**config.mk**
```make
export PLATFORM = sky130hd
export DESIGN_NAME = uart_tx_frame
export DESIGN_NICKNAME = d
export VERILOG_FILES = /design/src/rtl/uart_tx_frame.sv
export SDC_FILE = /design/constraint.sdc
export NUM_CORES = 1
export LEC_CHECK = 0
export ABC_AREA = 1
export BUFFER_PORTS_ARGS = -buffer_cell sky130_fd_sc_hd__buf_2
export CAP_MARGIN = 25
export CORE_AREA = 2 2 77 79
export DETAILED_ROUTE_END_ITERATION = 10
export DIE_AREA = 0 0 79 81
export PLACE_DENSITY = 0.78
export SLEW_MARGIN = 10
export SYNTH_ARGS = -nofsm -noshare
export SYNTH_HDL_FRONTEND = slang
export SYNTH_SLANG_ARGS = --single-unit
```
**constraint.sdc**
```tcl
create_clock -name clk -period 2.4 [get_ports clk]
set_clock_uncertainty 0.2 [all_clocks]
set_input_delay 0.24 -clock clk [delete_from_list [all_inputs] [get_ports clk]]
set_output_delay 0.24 -clock clk [all_outputs]
set_load 0.02 [all_outputs]
```
**src/rtl/uart_tx_frame.sv**
```systemverilog
// uart_tx_frame: sends a 32-bit word as a 6-byte 8N1 UART packet STX, d[7:0]..d[31:24], ETX
// Ports:
//   clk, rst      system clock, synchronous active-high reset
//   tx_start      one-cycle request, data_in valid in the same cycle
//   data_in       word to send (RAM read word)
//   tx            registered serial line, idle high
//   busy          high while a frame is on the line
//   done          one-cycle pulse after the last ETX stop-bit cycle
//   overrun       one-cycle pulse when a request is dropped
module uart_tx_frame #(
  parameter int CLKS_PER_BIT = 2604,
  parameter logic [7:0] STX = 8'h02,
  parameter logic [7:0] ETX = 8'h03
) (
  input  logic        clk,
  input  logic        rst,
  input  logic        tx_start,
  input  logic [31:0] data_in,
  output logic        tx,
  output logic        busy,
  output logic        done,
  output logic        overrun
);
  localparam int BW = $clog2(CLKS_PER_BIT);
  typedef enum logic [1:0] {IDLE, START, DATA, STOP} state_t;
  state_t state, state_n;
  logic [BW-1:0] baud_cnt, baud_n;
  logic [2:0] bit_cnt, bit_n, byte_cnt, byte_n;
  logic [47:0] shift, shift_n;
  logic bit_end, accept, tx_n;
  // tx, busy and done are registered from the current state, so the line
  // trails the FSM by one cycle and busy stays high through the ETX stop bit.
  always_comb begin
    bit_end = baud_cnt == BW'(CLKS_PER_BIT - 1);
    accept = tx_start && !busy && state == IDLE;
    state_n = state;
    baud_n = (state == IDLE || bit_end) ? '0 : baud_cnt + 1'b1;
    bit_n = bit_cnt;
    byte_n = byte_cnt;
    shift_n = shift;
    tx_n = state == START ? 1'b0 : state == DATA ? shift[0] : 1'b1;
    case (state)
      IDLE: if (accept) begin
        state_n = START;
        shift_n = {ETX, data_in, STX};
        bit_n = '0;
        byte_n = '0;
      end
      START: if (bit_end) state_n = DATA;
      DATA: if (bit_end) begin
        shift_n = shift >> 1;
        bit_n = bit_cnt + 1'b1;
        state_n = bit_cnt == 3'd7 ? STOP : DATA;
      end
      STOP: if (bit_end) begin
        state_n = byte_cnt == 3'd5 ? IDLE : START;
        byte_n = byte_cnt == 3'd5 ? 3'd0 : byte_cnt + 1'b1;
      end
      default: state_n = IDLE;
    endcase
  end
  always_ff @(posedge clk) begin
    if (rst) begin
      state <= IDLE;
      baud_cnt <= '0;
      bit_cnt <= '0;
      byte_cnt <= '0;
      shift <= '0;
      tx <= 1'b1;
      busy <= 1'b0;
      done <= 1'b0;
      overrun <= 1'b0;
    end else begin
      state <= state_n;
      baud_cnt <= baud_n;
      bit_cnt <= bit_n;
      byte_cnt <= byte_n;
      shift <= shift_n;
      tx <= tx_n;
      busy <= state != IDLE;
      // busy still high while the FSM already sits in IDLE marks the frame end
      done <= state == IDLE && busy;
      overrun <= tx_start && !accept;
    end
  end
endmodule

```
==> reports/results.ini <==
[outcome]
status = finished, final reports clean

[critical_path]
path_class = flip-flop to flip-flop
max_stage_delay_ps = 380
crit_fanout = 35
crit_required_ps = 2430
worstPathArrival_ps = 2090
crit_path_start_kind = flip-flop
path_cells = inv_1 -> ha_1 -> inv_1 -> a21oi_1 -> a21oi_1 -> nand2_4 -> buf_4 -> o21ai_0 -> nor2_1
end_kind = flip-flop
crit_path_top_delay_cell = dfxtp_1

[synthesis]
synth-async-reset-ratio_pct = 0
yosys.cell_types.count = 30
ys_ff_latch = 66
ys.flop_type = dfxtp_1
yosysTopAreaCell = dfxtp_1
yosysWarningCount = 0
synthTopCellsByCount = 154 x nand2_1, 113 x nor2_1, 66 x dfxtp_1
synth.area.top_cells = dfxtp_1 42%, nand2_1 19%, nor2_1 14%, o21ai_0 5.3%, ha_1 3.2%
synthCells = 465
ys_seq_area_share_pct = 42.36
yosysMostFrequentCell = nand2_1
synth_nets = 508
syn-cell-area_sq_um = 3119
avgSynthCellArea_sq_um = 6.708
synth_edf_count = 0
yosysTopAreaCellShare_pct = 42.36

[drt]
post_drt_via_cell_ratio = 4.854
dr.pass1.iters = 4
wl_microns = 5997
drc = 0
wl_per_cell_microns = 10.39
drtIter0Drc = 152
vias = 2801
postRouteAntennaNets = 0

[timing]
timing.final.crit_share_pct = 85.83
maxSlewHeadroom_pct = 72.43
setup_violations = 0
rsz0062_at_grt = false
tightest_slew_ps = 413.5
hold_slack_ps = 34.90
maxSlewViolCount = 0
final_hold_viol_count = 0
timing.setup.tns_ps = 0
clock.fmax_mhz = 485.5
period_needed_ps = 2060

[power_and_ir_drop]
total_power_w = 0.003981
peakVddDrop_mv = 0.5912
p_leak_nw = 1.638
power_per_cell_area_nw_per_um2 = 1143

[clock_network]
clkSlewWorstSetupHoldPaths_ps = 70
postCtsSetupBuffers = 0
cts_tree = yes
insertion_delay_ps = 340
ctsHoldBuffers = 2
htreeDepth = 3
cts.repair.resized = 0
root_buffer = clkbuf_8
cts_buffers = 9
cts_num_sinks = 66
clockBufferDepth = 2

[global_routing]
antenna_found_initial = 0
grt_use_total_pct = 19.82
grt_pass1_wl_microns = 10120
overflow = 0
grt_max_degree = 56
grt_pass1_vias = 2464

[min_path]
min_path_type = primary input to flip-flop

[finish]
drive_above_1_share_pct = 13.35
nFillCells = 544
insertedDiodeCount = 0
multi_input_area_sq_um = 1543
final_area_sq_um = 3482
syn_to_final_growth_pct = 11.63
final_cells = 577
regArea_sq_um = 1321
nets = 541

[place]
dp.cells = 560
hpwl_microns = 3861
gp_congestion = 0.8274
io_buffers = 38
placed_area_sq_um = 3272

[die]
die_x_microns = 79
core_area_sq_um = 5675
num_io_pins = 39
rows = 28
die-area_sq_um = 6399
die_h_microns = 81
initial_core_util_pct = 54.96

[job]
cap_violations = 0

## final timing paths
kind | start | to | slack, ps | depth (start not counted)
worst max-delay path | state[0] | shift[22] | 340 | 9
worst min-delay path | data_in[20] | shift[28] | 30 | 5
worst max register to register | state[0] | shift[22] | 340 | 9
worst min register to register | baud_cnt[0] | baud_cnt[0] | 250 | 1
## registers in the layout (all words and copies together) (netlist names)
| name | cells |
|---|---|
| baud_cnt | 12 |
| bit_cnt | 3 |
| busy | 1 |
| byte_cnt | 3 |
| done | 1 |
| overrun | 1 |
| shift | 42 |
| state | 2 |
| tx | 1 |
## report_power, final
| part | internal (W) | switching (W) | leakage, nW |
|---|---|---|---|
| Combinational | 0.000501 | 0.00104 | 1.00 |
| Clock | 0.000483 | 0.000399 | 0.0948 |
| Sequential | 0.00140 | 0.000151 | 0.543 |
## through the flow
step	setup WS [ps]	utilization (%)
5_1_grt	173.9	61.35
3_3_place_gp	443.0	57.65
4_1_cts	344.4	61.35
6_report	340.2	61.35
3_5_place_dp	367.5	57.65
2_1_floorplan	589.0	-
## layout make-up
| class | instances | area share [%] |
|---|---|---|
| clock buffer | 14 | 5.246 |
| sequential | 66 | 37.94 |
| multi-input combinational | 355 | 44.30 |
| inverter | 21 | 2.479 |
| timing repair buffer | 45 | 7.115 |
| tap | 75 | 2.695 |
| clock inverter | 1 | 0.2156 |
## layer usage
metal | global-route usage (%) | part of all wire, % | vias to the layer above
met5 | 0 | 0 | -
met4 | 10.00 | 1.7 | 0
met3 | 4.111 | 3.3 | 12
met2 | 35.00 | 48 | 41
met1 | 22.79 | 47 | 1244
li1 | - | - | 1504
## placed cells by master (no fill, tap or decap), types with 2 or more instances in the layout
cell type	count
clkbuf_8	13
o21ai_0	33
dfxtp_1	66
nand3_1	4
nand4_1	3
dlygate4sd3_1	2
nor2_1	113
or2_2	3
buf_4	5
buf_2	38
nand2_2	2
nor3_1	7
ha_1	8
a21oi_1	15
nand2_1	154
inv_1	19
o21ai_1	5
## cell families after synthesis
| group | count (synthesis) | synth area share (%) |
|---|---|---|
| and+or+nand+nor | 290 | 36.66 |
| DFF | 66 | 42.36 |
| AOI/OAI and AO/OA | 55 | 9.025 |
| buffers and inverters | 44 | 8.183 |
| adders and majority gates | 8 | 3.209 |
| xor gates and xnor gates | 2 | 0.5617 |
## worst max-delay path, delay by kind of cell (launching register included)
kind / cells / cell delay (ps)
compound gates: 3 / 530
buf+inv: 3 / 470
flops: 1 / 380
fa+ha+maj: 1 / 210
simple gates: 2 / 150
No activity file was read; power rests on OpenSTA's default activity.
